===== config.mk =====
export PLATFORM = sky130hd
export DESIGN_NAME = alu_control_seq
export DESIGN_NICKNAME = d
export VERILOG_FILES = /design/src/rtl/alu_pkg.sv /design/src/rtl/alu_funct_dec.sv /design/src/rtl/alu_control_seq.sv
export SDC_FILE = /design/constraint.sdc
export NUM_CORES = 1
export LEC_CHECK = 0
export CORE_MARGIN = 2
export CORE_UTILIZATION = 39
export DETAILED_ROUTE_END_ITERATION = 6
export PLACE_DENSITY_LB_ADDON = 0.08
export SYNTH_ARGS = -nofsm -noshare
export SYNTH_HDL_FRONTEND = slang
export SYNTH_SLANG_ARGS = --single-unit

===== constraint.sdc =====
create_clock -name clk -period 1.9 [get_ports clk]
set_input_delay 0.38 -clock clk [delete_from_list [all_inputs] [get_ports clk]]
set_output_delay 0.38 -clock clk [all_outputs]
set_load 0.005 [all_outputs]

===== src/rtl/alu_pkg.sv =====
// Shared constants for the ALU control block: ALU codes, funct codes,
// ALUop low-bit encodings, sequencer states and the mul/div op encoding.
package alu_pkg;

  localparam logic [3:0] ALU_AND  = 4'b0000;
  localparam logic [3:0] ALU_OR   = 4'b0001;
  localparam logic [3:0] ALU_ADD  = 4'b0010;
  localparam logic [3:0] ALU_XOR  = 4'b0011;
  localparam logic [3:0] ALU_NOR  = 4'b0100;
  localparam logic [3:0] ALU_SUB  = 4'b0110;
  localparam logic [3:0] ALU_SLT  = 4'b0111;
  localparam logic [3:0] ALU_SLTU = 4'b1000;

  localparam logic [5:0] FN_ADD   = 6'b100000;
  localparam logic [5:0] FN_ADDU  = 6'b100001;
  localparam logic [5:0] FN_SUB   = 6'b100010;
  localparam logic [5:0] FN_SUBU  = 6'b100011;
  localparam logic [5:0] FN_AND   = 6'b100100;
  localparam logic [5:0] FN_OR    = 6'b100101;
  localparam logic [5:0] FN_XOR   = 6'b100110;
  localparam logic [5:0] FN_NOR   = 6'b100111;
  localparam logic [5:0] FN_SLT   = 6'b101010;
  localparam logic [5:0] FN_SLTU  = 6'b101011;
  localparam logic [5:0] FN_MULT  = 6'b011000;
  localparam logic [5:0] FN_MULTU = 6'b011001;
  localparam logic [5:0] FN_DIV   = 6'b011010;
  localparam logic [5:0] FN_DIVU  = 6'b011011;

  // Low two ALUop bits; the MSB selects R-type decoding from funct.
  localparam logic [1:0] AOP_ADD  = 2'b00;
  localparam logic [1:0] AOP_SUB  = 2'b01;
  localparam logic [1:0] AOP_OR   = 2'b10;
  localparam logic [1:0] AOP_SUB3 = 2'b11;

  typedef enum logic [1:0] {
    ST_IDLE    = 2'b00,
    ST_MD_RUN  = 2'b01,
    ST_MD_DONE = 2'b10
  } state_t;

  typedef enum logic [1:0] {
    MD_MULT  = 2'b00,
    MD_MULTU = 2'b01,
    MD_DIV   = 2'b10,
    MD_DIVU  = 2'b11
  } md_op_t;

endpackage


===== src/rtl/alu_funct_dec.sv =====
// Combinational ALUop/funct decoder: 4-bit ALU code, mul/div flag and
// unknown-R-type flag.
module alu_funct_dec
  import alu_pkg::*;
#(
  parameter int ALUOP_W = 3
) (
  input  logic [ALUOP_W-1:0] alu_op,
  input  logic [5:0]         funct,
  output logic [3:0]         code,
  output logic               is_md,
  output logic               is_illegal
);

  // Decode the operation class, falling back to ADD for anything unknown
  always_comb begin
    code       = ALU_ADD;
    is_md      = 1'b0;
    is_illegal = 1'b0;
    if (alu_op[ALUOP_W-1]) begin
      case (funct)
        FN_ADD, FN_ADDU:                     code = ALU_ADD;
        FN_SUB, FN_SUBU:                     code = ALU_SUB;
        FN_AND:                              code = ALU_AND;
        FN_OR:                               code = ALU_OR;
        FN_XOR:                              code = ALU_XOR;
        FN_NOR:                              code = ALU_NOR;
        FN_SLT:                              code = ALU_SLT;
        FN_SLTU:                             code = ALU_SLTU;
        FN_MULT, FN_MULTU, FN_DIV, FN_DIVU:  is_md = 1'b1;
        default: begin
          code       = ALU_ADD;
          is_illegal = 1'b1;
        end
      endcase
    end else begin
      case (alu_op[1:0])
        AOP_ADD:           code = ALU_ADD;
        AOP_SUB, AOP_SUB3: code = ALU_SUB;
        AOP_OR:            code = ALU_OR;
        default:           code = ALU_ADD;
      endcase
    end
  end

endmodule


===== src/rtl/alu_control_seq.sv =====
// ALU control with registered decode and multi-cycle mul/div sequencing.
// Optional unknown-funct trap enabled by defining ALU_CTRL_ILLEGAL_TRAP_EN.
module alu_control_seq
  import alu_pkg::*;
#(
  parameter int CTR_W     = 4,
  parameter int MD_CYCLES = 32,
  parameter int ALUOP_W   = 3
) (
  input  logic               clk,
  input  logic               rst_n,
  input  logic               valid_in,
  input  logic [ALUOP_W-1:0] alu_op,
  input  logic [5:0]         funct,
  output logic [CTR_W-1:0]   alu_ctr,
  output logic               ctr_valid,
  output logic               stall,
  output logic               md_start,
  output logic [1:0]         md_op,
  output logic               md_done,
  output logic               hilo_we,
  output logic               illegal
);

  localparam int              CNT_W    = $clog2(MD_CYCLES);
  localparam logic [CNT_W-1:0] CNT_LOAD = CNT_W'(MD_CYCLES - 1);

  logic [3:0]       dec_code_s;
  logic             dec_md_s;
  logic             dec_ill_s;
  logic             trap_s;
  logic             accept_s;
  logic             start_s;
  logic             issue_s;
  state_t           state_r;
  state_t           state_s;
  logic [CNT_W-1:0] cnt_r;

  alu_funct_dec #(.ALUOP_W(ALUOP_W)) u_dec (
    .alu_op     (alu_op),
    .funct      (funct),
    .code       (dec_code_s),
    .is_md      (dec_md_s),
    .is_illegal (dec_ill_s)
  );

`ifdef ALU_CTRL_ILLEGAL_TRAP_EN
  assign trap_s = dec_ill_s;
`else
  assign trap_s = dec_ill_s & 1'b0;
`endif

  // Instructions are only taken in IDLE; MD_RUN and MD_DONE ignore valid_in.
  assign accept_s = valid_in && (state_r == ST_IDLE);
  assign start_s  = accept_s && dec_md_s;
  assign issue_s  = accept_s && !dec_md_s;

  // Next-state logic for the mul/div sequencer
  always_comb begin
    state_s = state_r;
    case (state_r)
      ST_IDLE: begin
        if (start_s) state_s = ST_MD_RUN;
        else         state_s = ST_IDLE;
      end
      ST_MD_RUN: begin
        if (cnt_r == '0) state_s = ST_MD_DONE;
        else             state_s = ST_MD_RUN;
      end
      ST_MD_DONE: state_s = ST_IDLE;
      default:    state_s = ST_IDLE;
    endcase
  end

  // State register and run counter (loaded only when a mul/div starts)
  always_ff @(posedge clk or negedge rst_n) begin
    if (!rst_n) begin
      state_r <= ST_IDLE;
      cnt_r   <= '0;
    end else begin
      state_r <= state_s;
      if (start_s)
        cnt_r <= CNT_LOAD;
      else if ((state_r == ST_MD_RUN) && (cnt_r != '0))
        cnt_r <= cnt_r - CNT_W'(1);
      else
        cnt_r <= cnt_r;
    end
  end

  // Registered outputs; done/hilo_we lag the MD_DONE state by one cycle so
  // stall covers MD_CYCLES+1 cycles and falls together with md_done.
  always_ff @(posedge clk or negedge rst_n) begin
    if (!rst_n) begin
      alu_ctr   <= '0;
      ctr_valid <= 1'b0;
      stall     <= 1'b0;
      md_start  <= 1'b0;
      md_op     <= 2'b00;
      md_done   <= 1'b0;
      hilo_we   <= 1'b0;
      illegal   <= 1'b0;
    end else begin
      ctr_valid <= issue_s;
      illegal   <= issue_s && trap_s;
      if (issue_s && !trap_s)
        alu_ctr <= CTR_W'(dec_code_s);
      md_start  <= start_s;
      if (start_s)
        md_op <= funct[1:0];
      stall     <= (state_s != ST_IDLE);
      md_done   <= (state_r == ST_MD_DONE);
      hilo_we   <= (state_r == ST_MD_DONE);
    end
  end

endmodule


# Yosys cells after proc, flatten, opt, wreduce, memory -nomap -nowiden
# Cells that the tools add are included.
# Widths: inputs -> output; s select.
word_totals:
  ff_bits: 17
  word_cells: 50
classes:
  n_reduce_logical: 14
  eq_ne: 17
  addsub: 1
  mux: 10
ops:
  columns: ["operator", "count"]
  rows:
  - ["$eq 6x6->1 const B", 8]
  - ["$pmux 4 s7", 1]
  - ["$eq 6x5->1 const B", 4]
  - ["$pmux 4 s3", 1]
  - ["$mux 5", 2]
  - ["$eq 2x2->1 const B", 3]
  - ["$logic_not 5->1", 1]
  - ["$reduce_bool 5->1", 1]
  - ["$sub 5x1->5 const B", 1]
  - ["$eq 2x1->1 const B", 2]
  - ["$logic_and 1x1->1", 4]
  - ["$logic_not 2->1", 2]
  - ["$mux 4", 1]
  - ["$pmux 2 s2", 1]
  - ["$reduce_bool 2->1", 2]
  - ["$reduce_or 2->1", 2]
  - ["$reduce_or 4->1", 1]
  - ["$mux 1", 3]
  - ["$mux 2", 1]
  - ["$logic_not 1->1", 1]

# Depth between registers and ports, before layout
# Gate-level depths: netlist of run 1.
logic_depth:
  word_depth: 8
  ltp_mapped: 6

# Hierarchy
# Synthesis of run 1 repeated with hierarchy kept, for this count alone.
hier_totals:
  hier_cells: 82
  hier_area_um2: 894.6
modules_own_cells:
  columns: ["module", "area_each_um2", "instances", "seq_area_each_um2", "cells_per_inst"]
  rows:
  - ["alu_control_seq", 718.2, 1, 425.4, 55]
  - ["alu_funct_dec", 176.4, 1, 0.0, 27]

# Worst setup path before layout of run 1
# Ideal clock, no wire load.
synth_timing:
  path_kind: "reg-to-reg"
  from: "reg cnt_r[0]"
  to: "reg cnt_r[4]"
  setup_slack_ns: 0.398
  synth_period_minus_slack_ns: 1.502
  path_stages_with_launch: 7
  setup_ns: 0.125
  arrival_ns: 1.377
  n_path_buf: 0
  path_cell_list: "dfrtp_1 -> inv_1 -> ha_1 -> or4b_4 -> nand4_1 -> xor2_1 -> nand2_1"
synth_between:
  elab_chain_len: 3
  word_cells_on_any_way: 6
synth_rtl:
  columns: ["element", "line_no", "rtl"]
  rows:
  - ["start, declared", "alu_control_seq.sv:37", "logic [CNT_W-1:0] cnt_r;"]
  - ["start signal, assigned", "alu_control_seq.sv:85", "cnt_r <= cnt_r - CNT_W'(1);"]
  - ["start signal, assigned", "alu_control_seq.sv:87", "cnt_r <= cnt_r;"]
  - ["$sub 5x1->5 or $reduce_bool 5->1 (tied branches)", "alu_control_seq.sv:85, alu_control_seq.sv:84", null]
  - ["$mux 5 or $logic_and 1x1->1 (tied branches)", "alu_control_seq.sv:84", "else if ((state_r == ST_MD_RUN) && (cnt_r != '0))"]
  - ["$mux 5 or $reduce_bool 2->1 (tied branches)", null, null]
# Parallel ways exist; a longest one is shown, timed or not. The select of a mux whose other input is x is not followed.
# A chain may end at the register's enable or synchronous reset.

# Worst setup path in the final report of run 1
# Same ends and word-level chain as after synthesis.

==> flow_results.xml, run 1 <==
<?xml version="1.0" encoding="UTF-8"?>
<metrics>
  <group name="drt">
    <metric name="routed_wire_length_per_instance" unit="microns">11.0</metric>
    <metric name="detailedRoute.firstPassIterationCount" unit="">4</metric>
    <metric name="routed_vias" unit="">648</metric>
    <metric name="detail_route.drc_violations" unit="">0</metric>
    <metric name="detail-route-antenna-nets" unit="">0</metric>
    <metric name="drt_iter0_markers" unit="">11</metric>
    <metric name="routed_wirelength" unit="microns">1500</metric>
    <metric name="route.detailed.vias_per_inst" unit="">4.73</metric>
  </group>
  <group name="clocking">
    <metric name="cts_num_sinks" unit="">17</metric>
    <metric name="cts_tree" unit="">yes</metric>
    <metric name="clk_pin_slew" unit="ns">0.10</metric>
    <metric name="cts_post_setup_buffers_inserted" unit="">0</metric>
    <metric name="deepest_clock_path_buffer_count" unit="">2</metric>
    <metric name="clockRootBuffer" unit="">clkbuf_4</metric>
    <metric name="number_of_buffers_created_by_cts" unit="">3</metric>
    <metric name="cts_hold_buf" unit="">0</metric>
    <metric name="cts_repair_resize_count" unit="">0</metric>
    <metric name="cts_max_level" unit="">1</metric>
    <metric name="clk-insertion-delay-late" unit="ns">0.28</metric>
  </group>
  <group name="synth">
    <metric name="synth_largest_type_area_fraction" unit="">0.509</metric>
    <metric name="synthesized_area_fraction_occupied_by_adder_cells" unit="">0.0299</metric>
    <metric name="synth.avg_cell_area" unit="sq um">10.3</metric>
    <metric name="top_cells_by_area_synth" unit="">dfrtp_1, nand2_1, xor2_1</metric>
    <metric name="synthXorXnorAreaFrac" unit="">0.0419</metric>
    <metric name="netlist_instances" unit="">81</metric>
    <metric name="synth_top_family_by_area" unit="">simple AND/OR/NAND/NOR gates</metric>
    <metric name="synthesis.yosys.warnings" unit="">0</metric>
    <metric name="synth-compound-area-share" unit="">0.0943</metric>
    <metric name="synth_simple_gate_area_share" unit="">0.241</metric>
    <metric name="synth.yosys.seq_area_share" unit="">0.509</metric>
    <metric name="synth_seq_cells" unit="">17</metric>
    <metric name="synth.lib_cells_used.distinct" unit="">33</metric>
    <metric name="yosys-mux-area-fraction" unit="">0.0389</metric>
    <metric name="synth_area_leader_cell" unit="">dfrtp_1</metric>
    <metric name="synth_nets" unit="">95</metric>
    <metric name="netlist_area" unit="sq um">836</metric>
  </group>
  <group name="global_routing">
    <metric name="number_of_global_route_vias_before_repair" unit="">657</metric>
    <metric name="grt_pass1_wl" unit="microns">2770</metric>
    <metric name="grt_max_degree" unit="">18</metric>
    <metric name="grt.total_usage" unit="">0.143</metric>
    <metric name="grt.overflow.total" unit="">0</metric>
    <metric name="grt_antenna_before_repair" unit="">0</metric>
  </group>
  <group name="power_and_ir_drop">
    <metric name="ir_worst_vdd" unit="uV">541</metric>
    <metric name="pwr_density_cell" unit="mW/mm^2">875</metric>
    <metric name="leakagePower" unit="nW">0.534</metric>
    <metric name="switching_share" unit="">0.312</metric>
    <metric name="pwr-share-clk" unit="">0.191</metric>
    <metric name="power_switching" unit="mW">0.311</metric>
    <metric name="totalPowerFinal" unit="mW">0.997</metric>
    <metric name="pwr-share-seq" unit="">0.496</metric>
    <metric name="p_int" unit="mW">0.686</metric>
    <metric name="comb_power_share" unit="">0.313</metric>
  </group>
  <group name="finish">
    <metric name="commonest_non_fill_non_tap_cells_in_the_layout" unit="">clkdlybuf4s50_1, dfrtp_1, nand2_1</metric>
    <metric name="post_route_cells_drive_above_1_share" unit="">0.127</metric>
    <metric name="most_frequent_standard_cell_in_the_layout_excluding_fill_and_tap_cells" unit="">clkdlybuf4s50_1</metric>
    <metric name="multi_input_area" unit="sq um">377</metric>
    <metric name="syn2layout_area_growth" unit="%">36.4</metric>
    <metric name="diodes" unit="">0</metric>
    <metric name="fin_nets" unit="">125</metric>
    <metric name="final.fill_count" unit="">177</metric>
    <metric name="sequential_cell_area" unit="sq um">425</metric>
  </group>
  <group name="floorplanning">
    <metric name="die_area" unit="sq mm">0.00253</metric>
    <metric name="initial_core_util" unit="">0.422</metric>
    <metric name="die_x" unit="microns">50.3</metric>
    <metric name="placeableCoreArea" unit="sq mm">0.00198</metric>
    <metric name="core.rowCount" unit="">16</metric>
    <metric name="io_pins" unit="">24</metric>
    <metric name="floorplan.die.height" unit="microns">50.3</metric>
  </group>
  <group name="timing">
    <metric name="rsz_0062_raised_after_global_routing" unit="">false</metric>
    <metric name="report.final.slew_viol_count" unit="">0</metric>
    <metric name="final-setup-viol-count" unit="">0</metric>
    <metric name="post_route_setup_tns" unit="ns">0</metric>
    <metric name="final-hold-violation-count" unit="">0</metric>
    <metric name="timing.final.crit_period" unit="ns">1.58</metric>
    <metric name="worst_clock_skew" unit="ns">0.00665</metric>
    <metric name="final_hold_slack" unit="ns">0.407</metric>
    <metric name="achievable-frequency" unit="MHz">633</metric>
    <metric name="post-route-period-util" unit="">0.832</metric>
  </group>
  <group name="place">
    <metric name="gp_routability_congestion" unit="">0.757</metric>
    <metric name="port_buffers" unit="">22</metric>
    <metric name="hpwlAfterDp" unit="microns">1200</metric>
  </group>
  <group name="min_path">
    <metric name="hold_path.class" unit="">input port to asynchronous set/reset pin</metric>
  </group>
  <group name="setup_path">
    <metric name="critical_path.max_fanout" unit="">5</metric>
    <metric name="worst_setup_path_end_kind" unit="">flip-flop</metric>
    <metric name="crit_arrival" unit="ns">1.77</metric>
    <metric name="crit_path_start_kind" unit="">flip-flop</metric>
    <metric name="worstPathRequired" unit="ns">2.09</metric>
    <metric name="worstSetupPathType" unit="">flip-flop to flip-flop</metric>
  </group>
  <group name="status">
    <metric name="outcome" unit="">complete, no violations</metric>
  </group>
  <group name="flow_run">
    <metric name="maxCapViolCount" unit="">0</metric>
  </group>
</metrics>
==> flip-flops by register name, summed over array words and instances, names as in the netlist <==
name       cells
alu_ctr        4
cnt_r          5
ctr_valid      1
hilo_we        1
md_op          2
md_start       1
stall          1
state_r        2
==> per-layer routing <==
layer,track usage,part of all wire
met2,0.211,0.42
met5,0,0
met1,0.209,0.52
met3,0.0357,0.055
met4,0.0405,0.0067
==> synth_stat cells, drive strengths merged <==
| cell | count |
|---|---|
| nand4 | 1 |
| nor3b | 2 |
| nand3b | 1 |
| mux2 | 2 |
| nand2 | 14 |
| conb | 1 |
| dfrtp | 17 |
| xnor2 | 1 |
| inv | 5 |
| nand2b | 2 |
| a21oi | 1 |
| a2bb2oi | 1 |
| xor2 | 3 |
| o2111ai | 1 |
| o21ai | 3 |
| nor4b | 1 |
| nand3 | 2 |
| nor4bb | 1 |
| o41ai | 1 |
| mux2i | 1 |
| nor2 | 5 |
| o31ai | 1 |
| nor2b | 4 |
| and2 | 1 |
| o211ai | 2 |
| a31oi | 1 |
| nor3 | 1 |
| ha | 2 |
| or4b | 1 |
| buf | 2 |
==> critical path, cell delays in order, from the launching register on <==
cell and delay (ns):
dfrtp_1 0.39, inv_1 0.11, ha_1 0.15, or4b_4 0.49, nand4_1 0.13, xor2_1 0.15, nand2_1 0.06
==> power by group through the flow <==
stage | combinational (mW) | sequential, mW | clock, mW
floorplan | 0.200 | 0.491 | 0
global placement | 0.313 | 0.499 | 0
detailed placement | 0.316 | 0.500 | 0
CTS | 0.317 | 0.495 | 0.195
global route | 0.358 | 0.506 | 0.216
finish | 0.313 | 0.494 | 0.190
==> through the flow <==
step	setup slack [ns]	cell area, sq um	cells	utilization
after floorplan	0.398	836	81	-
after global placement	0.155	1110	133	0.561
final	0.320	1140	137	0.575
after detailed placement	0.165	1110	133	0.561
after CTS	0.314	1140	137	0.575
after global routing	0.203	1140	137	0.575
==> final cells by class <==
cell class,count,share of cell area
well taps,27,0.0296
flip-flops and latches,17,0.373
clock inverters,1,0.00439
clock buffers,3,0.0198
multi-input cells,57,0.330
repair buffers,27,0.226
inverters,5,0.0165
==> worst paths after layout <==
check / startpoint / to / slack [ns] / cells after the start
max: cnt_r[0] / cnt_r[4] / 0.32 / 6
min: rst_n / stall / 0.41 / 2
max reg2reg: cnt_r[0] / cnt_r[4] / 0.32 / 6
min reg2reg: state_r[0] / hilo_we / 0.50 / 1
max in group asynchronous: rst_n / md_op[0] / 1.31 / 2
min in group clk: state_r[0] / hilo_we / 0.50 / 1
==> cell families after synthesis <==
group / Yosys count
and+or+nand+nor: 36
DFF: 17
AOI/OAI and AO/OA: 11
buffers and inverters: 7
xor gates and xnor gates: 4
muxes: 3
adders and majority gates: 2
other: 1
No activity file was read; power rests on OpenSTA's default activity.
==> run 2: changes to the inputs <==
==> constraint.sdc (replaced) <==
create_clock -name clk -period 1.5 [get_ports clk]
set_input_delay 0.3 -clock clk [delete_from_list [all_inputs] [get_ports clk]]
set_output_delay 0.3 -clock clk [all_outputs]
set_load 0.005 [all_outputs]
==> run 2 against run 1 <==
Compared with the run above: the flow now finishes with violations (negative setup slack); final area grew 8.8%; final cell count grew 6.6%; die area stayed put; via count increased by 7.9%; first-iteration DRC count shrank 64%; critical path type unchanged; critical endpoint unchanged; largest power group unchanged.
==> flow_results.xml, run 2 (synthesis results as in run 1) <==
<?xml version="1.0" encoding="UTF-8"?>
<metrics>
  <group name="clocking">
    <metric name="clk-insertion-delay-late" unit="ns">0.28</metric>
    <metric name="number_of_buffers_created_by_cts" unit="">3</metric>
    <metric name="cts_max_level" unit="">1</metric>
    <metric name="cts_hold_buf" unit="">0</metric>
    <metric name="cts_num_sinks" unit="">17</metric>
    <metric name="clk_pin_slew" unit="ns">0.09</metric>
    <metric name="clockRootBuffer" unit="">clkbuf_4</metric>
    <metric name="deepest_clock_path_buffer_count" unit="">2</metric>
    <metric name="cts_tree" unit="">yes</metric>
  </group>
  <group name="global_routing">
    <metric name="grt.total_usage" unit="">0.144</metric>
    <metric name="grt_antenna_before_repair" unit="">0</metric>
    <metric name="grt_max_degree" unit="">18</metric>
    <metric name="grt.overflow.total" unit="">0</metric>
    <metric name="number_of_global_route_vias_before_repair" unit="">686</metric>
    <metric name="grt_pass1_wl" unit="microns">2740</metric>
  </group>
  <group name="drt">
    <metric name="detailedRoute.firstPassIterationCount" unit="">3</metric>
    <metric name="detail_route.drc_violations" unit="">0</metric>
    <metric name="routed_vias" unit="">699</metric>
    <metric name="drt_iter0_markers" unit="">4</metric>
    <metric name="routed_wirelength" unit="microns">1570</metric>
    <metric name="route.detailed.vias_per_inst" unit="">4.79</metric>
    <metric name="routed_wire_length_per_instance" unit="microns">10.8</metric>
    <metric name="detail-route-antenna-nets" unit="">0</metric>
  </group>
  <group name="finish">
    <metric name="commonest_non_fill_non_tap_cells_in_the_layout" unit="">clkdlybuf4s50_1, dfrtp_1, buf_4</metric>
    <metric name="most_frequent_standard_cell_in_the_layout_excluding_fill_and_tap_cells" unit="">clkdlybuf4s50_1</metric>
    <metric name="post_route_cells_drive_above_1_share" unit="">0.235</metric>
    <metric name="syn2layout_area_growth" unit="%">48.4</metric>
    <metric name="registers.top_by_ff_count" unit="">cnt_r</metric>
    <metric name="post-route-cell-area" unit="sq mm">0.00124</metric>
    <metric name="fin_nets" unit="">134</metric>
    <metric name="diodes" unit="">0</metric>
    <metric name="largest_register_ffs" unit="">5</metric>
    <metric name="largestRegisters" unit="">cnt_r: 5 flops, alu_ctr: 4 flops</metric>
  </group>
  <group name="setup_path">
    <metric name="cpMaxStageDelayCell" unit="">or4b_4</metric>
    <metric name="crit_path_max_incr_delay" unit="ns">0.50</metric>
    <metric name="worstSetupPathType" unit="">flip-flop to flip-flop</metric>
    <metric name="crit_chain" unit="">inv_2, ha_4, or4b_4, nand4_1, xor2_1, nand2_1</metric>
    <metric name="crit_arrival" unit="ns">1.69</metric>
    <metric name="critical_path.max_fanout" unit="">5</metric>
    <metric name="crit_path_start_kind" unit="">flip-flop</metric>
    <metric name="critPathBufInv" unit="">1</metric>
    <metric name="worstPathRequired" unit="ns">1.68</metric>
    <metric name="worst_path_dominant_cell_family" unit="">simple AND/OR/NAND/NOR gates</metric>
    <metric name="worst_setup_path_end_kind" unit="">flip-flop</metric>
  </group>
  <group name="timing">
    <metric name="rsz_0062_raised_after_global_routing" unit="">true</metric>
    <metric name="post-route-worst-setup-slack" unit="ns">-0.00896</metric>
    <metric name="post-route-period-util" unit="">1.01</metric>
    <metric name="post_route_setup_tns" unit="ns">-0.0174</metric>
    <metric name="final-hold-violation-count" unit="">0</metric>
    <metric name="worst_clock_skew" unit="ns">0.00392</metric>
    <metric name="timing.final.crit_period" unit="ns">1.51</metric>
    <metric name="achievable-frequency" unit="MHz">663</metric>
    <metric name="final-setup-viol-count" unit="">3</metric>
    <metric name="report.final.slew_viol_count" unit="">0</metric>
  </group>
  <group name="floorplanning">
    <metric name="floorplan.die.height" unit="microns">50.3</metric>
    <metric name="io_pins" unit="">24</metric>
    <metric name="die_x" unit="microns">50.3</metric>
    <metric name="core.rowCount" unit="">16</metric>
    <metric name="initial_core_util" unit="">0.422</metric>
    <metric name="placeableCoreArea" unit="sq mm">0.00198</metric>
    <metric name="die_area" unit="sq mm">0.00253</metric>
  </group>
  <group name="status">
    <metric name="failed_checks" unit="">negative setup slack</metric>
    <metric name="outcome" unit="">finished, violations left</metric>
  </group>
  <group name="power_and_ir_drop">
    <metric name="pwr_density_cell" unit="mW/mm^2">1150</metric>
    <metric name="totalPowerFinal" unit="mW">1.43</metric>
    <metric name="leakagePower" unit="nW">0.575</metric>
    <metric name="ir_worst_vdd" unit="uV">897</metric>
  </group>
  <group name="min_path">
    <metric name="hold_path.class" unit="">input port to asynchronous set/reset pin</metric>
  </group>
  <group name="place">
    <metric name="port_buffers" unit="">22</metric>
    <metric name="gp_routability_congestion" unit="">0.798</metric>
    <metric name="hpwlAfterDp" unit="microns">1280</metric>
    <metric name="dpl-instance-area" unit="sq mm">0.00117</metric>
  </group>
  <group name="flow_run">
    <metric name="maxCapViolCount" unit="">0</metric>
  </group>
</metrics>
run 2: what timing repair did:
item,CTS,global route
buffers inserted,1,0
setup endpoints to repair,4,6
pin swaps,8,2
gates resized for setup,6,2
run 2: final timing paths:
kind	from	end	slack, ns	depth (start not counted)
max in group asynchronous	rst_n	cnt_r[0]	0.99	2
setup / recovery	cnt_r[0]	cnt_r[4]	-0.009	6
setup reg to reg	cnt_r[0]	cnt_r[4]	-0.009	6
min in group clk	state_r[0]	hilo_we	0.49	1
hold reg to reg	state_r[0]	hilo_we	0.49	1
hold / removal	rst_n	alu_ctr[1]	0.33	2
run 2: cell type report:
class                   instances  area [sq um]
fillers                       172           742
inverters                       5          18.8
flip-flops and latches         17           425
multi-input cells              57           407
well taps                      27          33.8
repair buffers                 36           329
clock buffers                   4          26.3
run 2: per-layer routing:
layer / track usage / vias to the layer above / wire length (microns)
met5: 0 / - / 0
met4: 0.0135 / 0 / 0
met3: 0.0685 / 0 / 100
met2: 0.248 / 17 / 730
met1: 0.168 / 331 / 741
li1: - / 351 / -
run 2: through the flow:
step           hold slack (ns)  std cells  setup slack, ns   util
6_report                 0.328        146         -0.00896  0.626
5_1_grt                  0.363        146           -0.103  0.626
4_1_cts                  0.328        146          -0.0176  0.622
3_5_place_dp             0.473        141           -0.192  0.592
3_3_place_gp             0.469        141           -0.166  0.592
2_1_floorplan          0.00441         81           0.0238      -
run 2: power by group:
part           switching [mW]  internal (mW)  total [mW]  leakage (nW)
Sequential             0.0631          0.553       0.616         0.222
Combinational           0.252          0.328       0.580         0.339
Clock                   0.128          0.103       0.231        0.0150
Total                   0.443          0.984        1.43         0.575
